<file path="src/rtl/core_cache_pkg.sv">
// ============================================================================
// core_cache_pkg : shared FSM encoding, cache op codes and default field widths
// Rev 1.0        : initial release
// ============================================================================
`default_nettype none

package core_cache_pkg;

  typedef enum logic [2:0] {
    ST_IDLE    = 3'd0,
    ST_RD_REQ  = 3'd1,
    ST_RD_WAIT = 3'd2,
    ST_RD_RESP = 3'd3,
    ST_WR_REQ  = 3'd4
  } cache_state_t;

  localparam logic CACHE_OP_RD = 1'b0;
  localparam logic CACHE_OP_WR = 1'b1;

  localparam int DEF_OFFSET_AW = 4;
  localparam int DEF_INDEX_AW  = 8;
  localparam int DEF_TAG_WIDTH = 20;

  function automatic int clog2_min1(input int n);
    return (n > 1) ? $clog2(n) : 1;
  endfunction

endpackage

`default_nettype wire

</file>
<file path="src/rtl/core_cache_sb.sv">
// ============================================================================
// core_cache_sb : store-buffer FIFO with parallel word-address match and
//                 youngest-match forwarding data. Rev 1.0 : initial release
// ============================================================================
`default_nettype none

module core_cache_sb
  import core_cache_pkg::*;
#(
  parameter  int ADDR_WIDTH = 32,
  parameter  int DATA_WIDTH = 32,
  parameter  int SB_DEPTH   = 4,
  localparam int BE_W       = DATA_WIDTH / 8,
  localparam int WORD_LSB   = (BE_W > 1) ? $clog2(BE_W) : 0,
  localparam int CNT_W      = $clog2(SB_DEPTH + 1)
) (
  input  logic                         clk,
  input  logic                         rst_n,
  input  logic                         push,
  input  logic [ADDR_WIDTH-1:0]        push_addr,
  input  logic [DATA_WIDTH-1:0]        push_data,
  input  logic [BE_W-1:0]              push_be,
  input  logic                         pop,
  input  logic [ADDR_WIDTH-WORD_LSB-1:0] lookup_word,
  output logic [ADDR_WIDTH-1:0]        head_addr,
  output logic [DATA_WIDTH-1:0]        head_data,
  output logic [BE_W-1:0]              head_be,
  output logic [CNT_W-1:0]             count,
  output logic                         empty,
  output logic                         full,
  output logic                         match_any,
  output logic                         fwd_hit,
  output logic [DATA_WIDTH-1:0]        fwd_data
);

  localparam int PTR_W = clog2_min1(SB_DEPTH);

  logic [ADDR_WIDTH-1:0] addr_mem [SB_DEPTH];
  logic [DATA_WIDTH-1:0] data_mem [SB_DEPTH];
  logic [BE_W-1:0]       be_mem   [SB_DEPTH];
  logic [PTR_W-1:0]      wr_ptr;
  logic [PTR_W-1:0]      rd_ptr;
  logic                  push_ok;
  logic                  pop_ok;

  function automatic logic [PTR_W-1:0] ptr_inc(input logic [PTR_W-1:0] p);
    return (p == PTR_W'(SB_DEPTH - 1)) ? '0 : p + 1'b1;
  endfunction

  // Physical slot of the entry that is k places behind the head.
  function automatic logic [PTR_W-1:0] age_idx(input logic [PTR_W-1:0] base, input int k);
    int s;
    s = int'(base) + k;
    if (s >= SB_DEPTH) s = s - SB_DEPTH;
    return PTR_W'(s);
  endfunction

  assign empty   = (count == '0);
  assign full    = (count == CNT_W'(SB_DEPTH));
  assign pop_ok  = pop && !empty;
  assign push_ok = push && (!full || pop_ok);

  assign head_addr = addr_mem[rd_ptr];
  assign head_data = data_mem[rd_ptr];
  assign head_be   = be_mem[rd_ptr];

  always_ff @(posedge clk or negedge rst_n) begin
    if (!rst_n) begin
      wr_ptr <= '0;
      rd_ptr <= '0;
      count  <= '0;
      for (int i = 0; i < SB_DEPTH; i++) begin
        addr_mem[i] <= '0;
        data_mem[i] <= '0;
        be_mem[i]   <= '0;
      end
    end else begin
      if (push_ok) begin
        addr_mem[wr_ptr] <= push_addr;
        data_mem[wr_ptr] <= push_data;
        be_mem[wr_ptr]   <= push_be;
        wr_ptr           <= ptr_inc(wr_ptr);
      end
      if (pop_ok) rd_ptr <= ptr_inc(rd_ptr);
      if (push_ok && !pop_ok)      count <= count + 1'b1;
      else if (pop_ok && !push_ok) count <= count - 1'b1;
    end
  end

  // Walk oldest to youngest so the last hit is the youngest matching store.
  always_comb begin
    match_any = 1'b0;
    fwd_hit   = 1'b0;
    fwd_data  = '0;
    for (int k = 0; k < SB_DEPTH; k++) begin
      if (k < int'(count) &&
          addr_mem[age_idx(rd_ptr, k)][ADDR_WIDTH-1:WORD_LSB] == lookup_word) begin
        match_any = 1'b1;
        fwd_hit   = &be_mem[age_idx(rd_ptr, k)];
        fwd_data  = data_mem[age_idx(rd_ptr, k)];
      end
    end
  end

endmodule

`default_nettype wire

</file>
<file path="src/rtl/core_cache_req_buf.sv">
// ============================================================================
// core_cache_req_buf : CPU-to-cache request buffer with posted-write SB, read
//                      FSM and RAW hazard check. Option macro: CACHE_BUF_FWD_EN
// Rev 1.0            : initial release
// ============================================================================
`default_nettype none

module core_cache_req_buf
  import core_cache_pkg::*;
#(
  parameter  int ADDR_WIDTH = 32,
  parameter  int DATA_WIDTH = 32,
  parameter  int OFFSET_AW  = DEF_OFFSET_AW,
  parameter  int INDEX_AW   = DEF_INDEX_AW,
  parameter  int TAG_WIDTH  = DEF_TAG_WIDTH,
  parameter  int SB_DEPTH   = 4,
  localparam int BE_W       = DATA_WIDTH / 8,
  localparam int CNT_W      = $clog2(SB_DEPTH + 1)
) (
  input  logic                  clk,
  input  logic                  rst_n,
  input  logic                  cpu_rd_req_i,
  input  logic [ADDR_WIDTH-1:0] cpu_rd_addr_i,
  input  logic                  cpu_wr_req_i,
  input  logic [ADDR_WIDTH-1:0] cpu_wr_addr_i,
  input  logic [DATA_WIDTH-1:0] cpu_wr_data_i,
  input  logic [BE_W-1:0]       cpu_wr_en_i,
  output logic [DATA_WIDTH-1:0] cpu_rd_data_o,
  output logic                  cpu_rd_valid_o,
  output logic                  pipeline_stall_o,
  output logic [CNT_W-1:0]      sb_count_o,
  output logic                  cache_req_o,
  output logic                  cache_op_o,
  output logic [INDEX_AW-1:0]   cache_index_o,
  output logic [TAG_WIDTH-1:0]  cache_tag_o,
  output logic [OFFSET_AW-1:0]  cache_offset_o,
  output logic [BE_W-1:0]       cache_wr_en_o,
  output logic [DATA_WIDTH-1:0] cache_wr_data_o,
  input  logic [DATA_WIDTH-1:0] cache_rd_data_i,
  input  logic                  cache_addr_ack_i,
  input  logic                  cache_data_ack_i
);

  localparam int WORD_LSB = (BE_W > 1) ? $clog2(BE_W) : 0;
  localparam int WORD_W   = ADDR_WIDTH - WORD_LSB;
  localparam int TAG_LSB  = OFFSET_AW + INDEX_AW;

`ifdef CACHE_BUF_FWD_EN
  localparam bit FWD_EN = 1'b1;
`else
  localparam bit FWD_EN = 1'b0;
`endif

  cache_state_t          state;
  cache_state_t          next_state;
  logic [ADDR_WIDTH-1:0] rd_addr_q;
  logic [DATA_WIDTH-1:0] rd_data_q;
  logic [ADDR_WIDTH-1:0] req_addr;

  logic [ADDR_WIDTH-1:0] sb_head_addr;
  logic [DATA_WIDTH-1:0] sb_head_data;
  logic [BE_W-1:0]       sb_head_be;
  logic [CNT_W-1:0]      sb_count;
  logic                  sb_empty;
  logic                  sb_full;
  logic                  sb_match;
  logic                  sb_fwd_hit;
  logic [DATA_WIDTH-1:0] sb_fwd_data;

  logic                  wr_pop;
  logic                  wr_push;
  logic                  wr_blocked;
  logic [WORD_W-1:0]     rd_word;
  logic                  push_match;
  logic                  hazard;
  logic                  fwd_ok;
  logic [DATA_WIDTH-1:0] fwd_data;
  logic                  rd_sample;
  logic                  rd_pending;
  logic                  rd_data_take;

  assign wr_pop     = (state == ST_WR_REQ) && cache_addr_ack_i;
  assign wr_push    = cpu_wr_req_i && (!sb_full || wr_pop);
  assign wr_blocked = cpu_wr_req_i && sb_full && !wr_pop;

  // A write pushed this cycle is older than a read sampled this cycle.
  assign rd_word    = cpu_rd_addr_i[ADDR_WIDTH-1:WORD_LSB];
  assign push_match = wr_push && (cpu_wr_addr_i[ADDR_WIDTH-1:WORD_LSB] == rd_word);
  assign hazard     = sb_match || push_match;
  assign fwd_ok     = FWD_EN && (push_match ? (&cpu_wr_en_i) : sb_fwd_hit);
  assign fwd_data   = push_match ? cpu_wr_data_i : sb_fwd_data;

  assign rd_sample    = (state == ST_IDLE) && cpu_rd_req_i;
  assign rd_pending   = cpu_rd_req_i && ((state == ST_IDLE) || (state == ST_WR_REQ));
  assign rd_data_take = ((state == ST_RD_REQ) && cache_addr_ack_i && cache_data_ack_i) ||
                        ((state == ST_RD_WAIT) && cache_data_ack_i);

  core_cache_sb #(
    .ADDR_WIDTH (ADDR_WIDTH),
    .DATA_WIDTH (DATA_WIDTH),
    .SB_DEPTH   (SB_DEPTH)
  ) u_sb (
    .clk         (clk),
    .rst_n       (rst_n),
    .push        (wr_push),
    .push_addr   (cpu_wr_addr_i),
    .push_data   (cpu_wr_data_i),
    .push_be     (cpu_wr_en_i),
    .pop         (wr_pop),
    .lookup_word (rd_word),
    .head_addr   (sb_head_addr),
    .head_data   (sb_head_data),
    .head_be     (sb_head_be),
    .count       (sb_count),
    .empty       (sb_empty),
    .full        (sb_full),
    .match_any   (sb_match),
    .fwd_hit     (sb_fwd_hit),
    .fwd_data    (sb_fwd_data)
  );

  always_ff @(posedge clk or negedge rst_n) begin
    if (!rst_n) begin
      state     <= ST_IDLE;
      rd_addr_q <= '0;
      rd_data_q <= '0;
    end else begin
      state <= next_state;
      if (rd_sample) rd_addr_q <= cpu_rd_addr_i;
      if (rd_data_take)                        rd_data_q <= cache_rd_data_i;
      else if (rd_sample && hazard && fwd_ok)  rd_data_q <= fwd_data;
    end
  end

  always_comb begin
    next_state      = state;
    cache_req_o     = 1'b0;
    cache_op_o      = CACHE_OP_RD;
    req_addr        = '0;
    cache_wr_en_o   = '0;
    cache_wr_data_o = '0;
    case (state)
      ST_IDLE: begin
        // Reads win over drains unless the read depends on a buffered store.
        if (cpu_rd_req_i) begin
          if (!hazard)        next_state = ST_RD_REQ;
          else if (fwd_ok)    next_state = ST_RD_RESP;
          else if (!sb_empty) next_state = ST_WR_REQ;
        end else if (!sb_empty) begin
          next_state = ST_WR_REQ;
        end
      end
      ST_RD_REQ: begin
        cache_req_o = 1'b1;
        req_addr    = rd_addr_q;
        if (cache_addr_ack_i)
          next_state = cache_data_ack_i ? ST_RD_RESP : ST_RD_WAIT;
      end
      ST_RD_WAIT: begin
        if (cache_data_ack_i) next_state = ST_RD_RESP;
      end
      ST_RD_RESP: begin
        next_state = ST_IDLE;
      end
      ST_WR_REQ: begin
        cache_req_o     = 1'b1;
        cache_op_o      = CACHE_OP_WR;
        req_addr        = sb_head_addr;
        cache_wr_en_o   = sb_head_be;
        cache_wr_data_o = sb_head_data;
        if (cache_addr_ack_i) next_state = ST_IDLE;
      end
      default: next_state = ST_IDLE;
    endcase
  end

  assign cache_offset_o   = req_addr[OFFSET_AW-1:0];
  assign cache_index_o    = req_addr[TAG_LSB-1:OFFSET_AW];
  assign cache_tag_o      = req_addr[TAG_LSB+TAG_WIDTH-1:TAG_LSB];
  assign cpu_rd_data_o    = rd_data_q;
  assign cpu_rd_valid_o   = (state == ST_RD_RESP);
  assign sb_count_o       = sb_count;
  assign pipeline_stall_o = rd_pending || (state == ST_RD_REQ) || (state == ST_RD_WAIT) ||
                            wr_blocked;

endmodule

`default_nettype wire

</file>
<file path="config.mk">
export PLATFORM = sky130hd
export DESIGN_NAME = core_cache_req_buf
export DESIGN_NICKNAME = d
export VERILOG_FILES = /design/src/rtl/core_cache_pkg.sv /design/src/rtl/core_cache_sb.sv /design/src/rtl/core_cache_req_buf.sv
export SDC_FILE = /design/constraint.sdc
export NUM_CORES = 1
export LEC_CHECK = 0
export ABC_AREA = 1
export CORE_ASPECT_RATIO = 1.75
export CORE_MARGIN = 3
export CORE_UTILIZATION = 50
export DETAILED_ROUTE_END_ITERATION = 10
export GPL_TIMING_DRIVEN = 1
export PLACE_DENSITY = 0.72
export SYNTH_ARGS = -nofsm -noshare
export SYNTH_HDL_FRONTEND = slang
export SYNTH_HIERARCHICAL = 1
export SYNTH_SLANG_ARGS = --single-unit
</file>
<file path="constraint.sdc">
create_clock -name clk -period 2.65 [get_ports clk]
set_clock_uncertainty 0.1 [all_clocks]
set_input_delay 0.3975 -clock clk [delete_from_list [all_inputs] [get_ports clk]]
set_output_delay 0.3975 -clock clk [all_outputs]
set_load 0.01 [all_outputs]
</file>
==> flow_summary.json <==
{
  "worstMarginPinSlew_ns": 0.714,
  "cts.clk_slew.worst_paths_ns": 0.06,
  "numCtsBuffers": 37,
  "stdcell_area_um2": 28300,
  "ant_nets": 0,
  "clock-sinks": 346,
  "power_density_nw_per_um2": 1500,
  "gr-total-overflow": 0,
  "nFillCells": 3393,
  "finalPower_mw": 42.4,
  "fmax_ghz": 0.323,
  "wl_um": 79400,
  "area_delta_synth_final_pct": 36.0,
  "period_share": 1.17,
  "violations": "setup timing",
  "leakage_nw": 14.0,
  "port_buffers": 244,
  "status": "finished, violations left",
  "yosys_warnings": 6,
  "critPathMaxFanout": 7,
  "place_area_um2": 25500,
  "drt-pass1-iter-count": 5,
  "cts_root_buf": "clkbuf_16",
  "worstHoldPathType": "in -> async",
  "netlist_instances": 2732,
  "final_cells": 3746,
  "clock_path_buffers": 3,
  "antenna_found_initial": 1,
  "cpPeakStageDelay_ns": 0.56,
  "slew_headroom": 0.524,
  "vias": 20801,
  "grt_pass1_wl_um": 117000,
  "fin_util": 0.691,
  "post-route-min-period_ns": 3.09,
  "final_nets": 3315,
  "die_h_um": 276,
  "synth_nets": 2880,
  "clk_latency_ns": 0.56,
  "rsz0062_at_grt": "true",
  "critPathSlowestCell": "dfrtp_4",
  "cts_tree": "yes",
  "ios": 245,
  "worst-endpoint-arrival_ns": 3.42,
  "finalSetupViolCount": 53,
  "dieArea_um2": 44200,
  "cpMostUsedCell": "nand2_1",
  "path_class": "reg -> reg",
  "start_util": 0.508,
  "dp_slack_ns": -0.420,
  "cap_violations": 0,
  "placeableCoreArea_um2": 41000,
  "grt_max_degree": 78,
  "finalHoldViolations": 0,
  "drc": 0,
  "placed_cells": 3634,
  "fp-row-count": 98,
  "crit_path_end_kind": "register",
  "path_cells": "ha_4 -> buf_8 -> buf_12 -> nand3_1 -> nand2_1 -> nand2_1 -> nand2_1 -> nand3_1 -> nor2_1 -> nand2_1 -> nor2_2 -> nand2_1 -> o211ai_1 -> buf_4 -> nor2_4 -> nand2_2 -> nand2_1 -> nand2_1 -> nand2_1 -> nand2_1 -> nand2_1",
  "drive_gt1_frac": 0.259,
  "required_ns": 2.97,
  "start_kind": "register",
  "final_max_slew_viol_count": 0,
  "chipWidth_um": 160,
  "ir_drop_mv": 0.868,
  "gp_congestion": 1.03,
  "h-tree-depth": 2,
  "via_per_inst": 5.55,
  "hpwl_um": 57400,
  "drt_iter0_markers": 1627,
  "grt_pass1_vias": 20361,
  "finalWorstSetupSlack_ns": -0.442,
  "grt_use_total": 0.340,
  "wl_per_cell_um": 21.2,
  "syn_avg_cell_area_um2": 7.62,
  "tns_ns": -4.97,
  "holdWs_ns": 0.353,
  "syn_area_um2": 20800
}
==> power by group <==
part	internal [mW]	total, mW	switching (mW)
sequential	7.99	9.76	1.78
clock	3.36	5.67	2.31
combinational	11.8	27.0	15.2
total	23.2	42.4	19.2
==> flip-flops by register name (all words and copies together), names as in the netlist <==
name and cells:
u_sb/addr_mem 128, u_sb/data_mem 128, cpu_rd_data_o 32, rd_addr_q 32
u_sb/be_mem 16, state 3, u_sb/count 3, u_sb/rd_ptr 2
u_sb/wr_ptr 2
==> layout by cell type (no fill, tap or decap), types with 20 or more instances in the layout <==
master,instances
nand2_2,70
o21ai_2,22
clkbuf_16,46
buf_6,33
dfrtp_1,344
mux2_2,166
buf_2,47
o21ai_0,217
o21ai_1,48
nor2_1,102
nand2_4,20
mux2_4,30
nand2_1,794
inv_1,307
clkdlybuf4s50_1,173
buf_4,205
a22o_1,32
nand3_2,33
buf_12,49
nand3_1,248
xnor2_1,25
==> path summary, 6_finish.rpt <==
path / cells after the start / end / from / slack [ns]
max: 21 / state[0] / u_sb/rd_ptr[0] / -0.44
min: 2 / rd_addr_q[26] / rst_n / 0.35
max reg2reg: 21 / state[0] / u_sb/rd_ptr[0] / -0.44
min reg2reg: 2 / rd_addr_q[14] / rd_addr_q[14] / 0.39
max in group asynchronous: 3 / u_sb/addr_mem[4] / rst_n / 1.18
min in group clk: 2 / cpu_rd_data_o[20] / cache_rd_data_i[20] / 0.37
==> routing by layer <==
metal	track usage	part of all wire
met3	0.0502	0.070
met1	0.381	0.35
met2	0.597	0.49
met4	0.232	0.088
met5	0	0
==> what timing repair did <==
item	4_1_cts	5_1_grt
hold buffers	1	0
gates resized for setup	416	204
endpoints found under the hold margin	66	0
pin swaps	33	46
setup buffers	14	21
setup endpoints to repair	73	142
cloned	6	9
==> critical path, delay by kind of cell, from the launching register on <==
kind	cells	cell delay (ns)
AOI/OAI and AO/OA	1	0.08
adders and majority gates	1	0.39
DFF	1	0.56
buffers and inverters	3	0.46
and+or+nand+nor	16	1.37
==> cell type report <==
cell class                      instances  area, um^2  share of cell area
Multi-Input combinational cell       1909       10900               0.384
Sequential cell                       346        8660               0.306
Timing Repair Buffer                  545        5490               0.194
Inverter                              328        1250              0.0443
Clock buffer                           47        1020              0.0362
Tap cell                              550         688              0.0243
Clock inverter                         20         303              0.0107
Antenna cell                            1        2.50           0.0000884
(Power assumes the default switching activity.)
